--- src/rtl/imem_fetch.sv ---
// Instruction memory with a one-deep registered fetch response (valid/ready, flush, program load).
// Define IMEM_FETCH_ERR_CHECK_EN to flag misaligned or out-of-range fetches; otherwise addresses wrap.
module imem_fetch #(
  parameter int unsigned          ADDR_W    = 32,
  parameter int unsigned          DEPTH     = 32,
  parameter logic [ADDR_W-1:0]    BASE_ADDR = '0,
  parameter logic [31:0]          ERR_INSTR = 32'h0000_0013,
  localparam int unsigned         IDX_W     = $clog2(DEPTH)
) (
  input  logic              clk,
  input  logic              rst_n,
  input  logic              req_valid,
  output logic              req_ready,
  input  logic [ADDR_W-1:0] req_addr,
  input  logic              flush,
  output logic              rsp_valid,
  input  logic              rsp_ready,
  output logic [31:0]       rsp_instr,
  output logic [ADDR_W-1:0] rsp_pc,
  output logic              rsp_err,
  input  logic              ld_en,
  input  logic [IDX_W-1:0]  ld_addr,
  input  logic [31:0]       ld_data
);

`ifdef IMEM_FETCH_ERR_CHECK_EN
  localparam bit ERR_CHECK = 1'b1;
`else
  localparam bit ERR_CHECK = 1'b0;
`endif

  typedef enum logic {EMPTY, FULL} state_t;

  logic [31:0] im [0:DEPTH-1];

  state_t              state_q, state_d;
  logic [31:0]         instr_q, instr_d;
  logic [ADDR_W-1:0]   pc_q, pc_d;
  logic                err_q, err_d;

  logic [ADDR_W-1:0]   offset;
  logic [ADDR_W-1:0]   word_full;
  logic [IDX_W-1:0]    idx;
  logic                bad_addr;
  logic                accept;

  assign offset    = req_addr - BASE_ADDR;
  assign word_full = offset >> 2;
  assign idx       = word_full[IDX_W-1:0];
  // Checking is gated by a constant so the default build simply wraps the index.
  assign bad_addr  = ERR_CHECK && ((offset[1:0] != 2'b00) ||
                                   (word_full[ADDR_W-1:IDX_W] != '0));

  assign rsp_valid = (state_q == FULL);
  assign req_ready = (!rsp_valid || rsp_ready) && !flush;
  assign accept    = req_valid && req_ready;
  assign rsp_instr = instr_q;
  assign rsp_pc    = pc_q;
  assign rsp_err   = err_q;

  // NOTE: every signal written in always_comb gets a default first, so no latch is inferred.
  always_comb begin
    state_d = state_q;
    instr_d = instr_q;
    pc_d    = pc_q;
    err_d   = err_q;
    if (flush) begin
      state_d = EMPTY;
    end else if (accept) begin
      state_d = FULL;
      instr_d = bad_addr ? ERR_INSTR : im[idx];
      pc_d    = req_addr;
      err_d   = bad_addr;
    end else if (rsp_ready) begin
      state_d = EMPTY;
    end
  end

  // NOTE: sequential state uses non-blocking assignments so all flops update from pre-edge values.
  always_ff @(posedge clk or negedge rst_n) begin
    if (!rst_n) begin
      state_q <= EMPTY;
      instr_q <= '0;
      pc_q    <= '0;
      err_q   <= 1'b0;
    end else begin
      state_q <= state_d;
      instr_q <= instr_d;
      pc_q    <= pc_d;
      err_q   <= err_d;
    end
  end

  // NOTE: the memory array has no reset; contents survive rst_n and map onto plain RAM.
  // The fetch above samples im before this write lands, giving read-before-write.
  always_ff @(posedge clk) begin
    if (ld_en) im[ld_addr] <= ld_data;
  end

endmodule

--- config.mk ---
export PLATFORM = sky130hd
export DESIGN_NAME = imem_fetch
export DESIGN_NICKNAME = d
export VERILOG_FILES = /design/src/rtl/imem_fetch.sv
export SDC_FILE = /design/constraint.sdc
export NUM_CORES = 1
export LEC_CHECK = 0
export BUFFER_PORTS_ARGS = -buffer_cell sky130_fd_sc_hd__buf_2
export CAP_MARGIN = 15
export CORE_MARGIN = 3
export CORE_UTILIZATION = 60
export CTS_CLUSTER_DIAMETER = 80
export DETAILED_ROUTE_END_ITERATION = 8
export PLACE_DENSITY = 0.77
export SYNTH_ARGS = -nofsm -noshare
export SYNTH_HDL_FRONTEND = slang
export SYNTH_SLANG_ARGS = --single-unit
--- constraint.sdc ---
create_clock -name clk -period 2.1 [get_ports clk]
set_input_delay 0.105 -clock clk [delete_from_list [all_inputs] [get_ports clk]]
set_output_delay 0.105 -clock clk [all_outputs]
set_load 0.01 [all_outputs]
==> results_dict.tcl <==
set metrics [dict create \
    finalCriticalPeriod_ps 2090 \
    routedWlPerCell_um 31.5 \
    synth-seq-cells 1089 \
    dp_hpwl_um 54500 \
    route.detailed.drc 0 \
    post_cts_buffers 0 \
    timing.fmax_mhz 478 \
    clockBufferDepth 3 \
    core_region_area_um2 67900 \
    ant_nets 0 \
    slew_violations 0 \
    cp.arrival_ps 2610 \
    tns_ps 0 \
    io_buffers 140 \
    post_route_cells_drive_above_1_share_pct 34.0 \
    synth_cell_types 36 \
    setup_viol 0 \
    mostFrequentLayoutCell "edfxtp_1" \
    antenna_found_initial 2 \
    synthFlopType "edfxtp_1" \
    cp_data_required_time_ps 2620 \
    dieArea_um2 72300 \
    power.density_nw_per_um2 941 \
    via_count 20900 \
    tightestPinTransition_ps 885 \
    netlist_area_um2 41500 \
    via_per_inst 6.59 \
    start_util_pct 61.1 \
    stdcell_area_um2 48600 \
    insertion_delay_ps 660 \
    p_total_mw 45.7 \
    layout.cells.non_filler 3169 \
    die_h_um 269 \
    cts_tree "done" \
    multi_input_area_um2 8790 \
    end_kind "flop" \
    synth_edf_count 1024 \
    async_reset_ff_share_pct 5.97 \
    period_share_pct 99.7 \
    syn_to_final_growth_pct 17.1 \
    first_iter_violations 2519 \
    cts_buffers 103 \
    first_pass_iters 6 \
    crit_buf_inv 1 \
    crit_path_cell_trace "nor2b_1 > or4b_2 > buf_12 > a211oi_1 > nor2_1" \
    status "finished, final reports clean" \
    synth.avg_cell_area_um2 22.7 \
    synth_nets 1906 \
    cts_root_buffer "clkbuf_16" \
    ys_seq_area_share_pct 78.0 \
    clock-sinks 1089 \
    htree_levels 3 \
    p_leak_nw 16.0 \
    grt_pass1_wl_um 146000 \
    ir_drop_v 0.00119 \
    regArea_um2 32400 \
    die_w_um 269 \
    overflow 0 \
    hold_class "input port to flop" \
    clk_pin_slew_worst_paths_ps 60 \
    crit_cells 5 \
    place_area_um2 44500 \
    whs_path_depth 4 \
    row_count 95 \
    critPathSlowestCell "or4b_2" \
    track_usage_pct 28.5 \
    rr_worst_depth 5 \
    fin_nets 2232 \
    slowest_delay_ps 690 \
    slew-limit-headroom_pct 40.8 \
    final_hold_viol_count 0 \
    netlist_instances 1831 \
    rsz0062_at_grt "no" \
    fin_skew_ps 23.3 \
    yosysWarnings 0 \
    wl_um 99900 \
    start_kind "flop" \
    nFillCells 3742 \
    crit_fanout 26 \
    num_io_pins 142 \
    grt_max_degree 49 \
    critPathTopFamily "simple AND/OR/NAND/NOR gates" \
    crit_type "flop to flop" \
    placedCellCount 2908 \
    gp_congestion 0.768 \
    maxCapViolCount 0 \
    layout_common_cells "edfxtp_1, mux4_2, buf_2" \
    grt_pass1_vias 21900 \
]
layout make-up:
class	count	area share, %
diodes	1	0.00515
clock buffers	157	6.29
clock inverters	38	0.639
inverters	2	0.0155
multi-input cells	640	18.1
flip-flops and latches	1089	66.6
well taps	921	2.37
repair buffers	321	5.94
worst register-to-register path: stages, from the launching register on:
cell and delay, ps:
dfrtp_1 370, nor2b_1 180, or4b_2 690, buf_12 240
a211oi_1 380, nor2_1 100
flip-flops by register name, indices dropped and copies added, names as in the netlist:
signal / flops
im: 1024
rsp_instr: 32
rsp_pc: 32
rsp_valid: 1
final timing paths:
check                                            end  slack (ps)              startpoint
setup / recovery            rsp_instr[6]$_DFFE_PN0P_           6   rsp_valid$_DFFE_PN0P_
setup reg to reg            rsp_instr[6]$_DFFE_PN0P_           6   rsp_valid$_DFFE_PN0P_
max in group asynchronous  rsp_instr[11]$_DFFE_PN0P_        1100                   rst_n
hold / removal             rsp_instr[26]$_DFFE_PN0P_         160             req_addr[4]
min in group asynchronous  rsp_instr[20]$_DFFE_PN0P_         450                   rst_n
hold reg to reg               rsp_pc[28]$_DFFE_PN0P_         510  rsp_pc[28]$_DFFE_PN0P_
report_power, final:
part / switching [mW] / internal (mW) / total, mW
Combinational: 1.62 / 1.27 / 2.89
Clock: 7.65 / 10.6 / 18.3
Sequential: 0.314 / 24.2 / 24.5
cell families (layout without fill, tap and decap cells):
family,Yosys count,in the layout,share of synthesized area [%]
DFF,1089,1089,78.0
buffers and inverters,102,518,1.41
AOI/OAI and AO/OA,128,128,2.39
and+or+nand+nor,147,147,1.51
muxes,364,364,16.6
other,1,2,0.00904
layer usage:
layer | track usage [%] | part of all wire [%] | vias to the layer above
met5 | 0 | 0.012 | -
met4 | 9.34 | 3.2 | 2
met3 | 6.62 | 11 | 229
met2 | 45.8 | 49 | 1318
met1 | 39.6 | 37 | 11000
li1 | - | - | 8381
stage by stage:
| step | utilization, % | setup slack (ps) | hold slack [ps] |
|---|---|---|---|
| final | 71.6 | 6.14 | 159 |
| after global routing | 71.6 | 10.9 | 151 |
| after CTS | 71.6 | 42.4 | 114 |
| after detailed placement | 65.6 | -107 | 119 |
| after global placement | 65.6 | -42.7 | 112 |
| after floorplan | - | -439 | -191 |
synthesized netlist by cell type, types with 3 or more instances:
| master | number | area (um^2) |
|---|---|---|
| edfxtp_1 | 1024 | 30700 |
| mux4_2 | 238 | 5360 |
| nor2_1 | 95 | 357 |
| mux2_2 | 69 | 777 |
| dfrtp_1 | 65 | 1630 |
| a22oi_1 | 50 | 375 |
| mux2i_1 | 45 | 450 |
| buf_2 | 41 | 205 |
| o22ai_1 | 36 | 225 |
| nand2_1 | 28 | 105 |
| clkbuf_1 | 24 | 90.1 |
| buf_4 | 16 | 120 |
| a211oi_1 | 15 | 113 |
| buf_6 | 12 | 135 |
| mux4_1 | 12 | 315 |
| a211oi_2 | 10 | 125 |
| buf_1 | 7 | 26.3 |
| a221o_1 | 6 | 60.1 |
| a22o_1 | 6 | 52.6 |
| nor2b_1 | 6 | 37.5 |
| nand3b_1 | 5 | 37.5 |
| nand3_1 | 3 | 15.0 |
| or3b_2 | 3 | 26.3 |
repair_timing:
item | in CTS | in global routing
setup endpoints to repair | 3 | 0
gates resized for setup | 3 | 0
endpoints found under the hold margin | 1118 | 0
hold buffers | 65 | 0
Power figures use the tool's default switching activity.
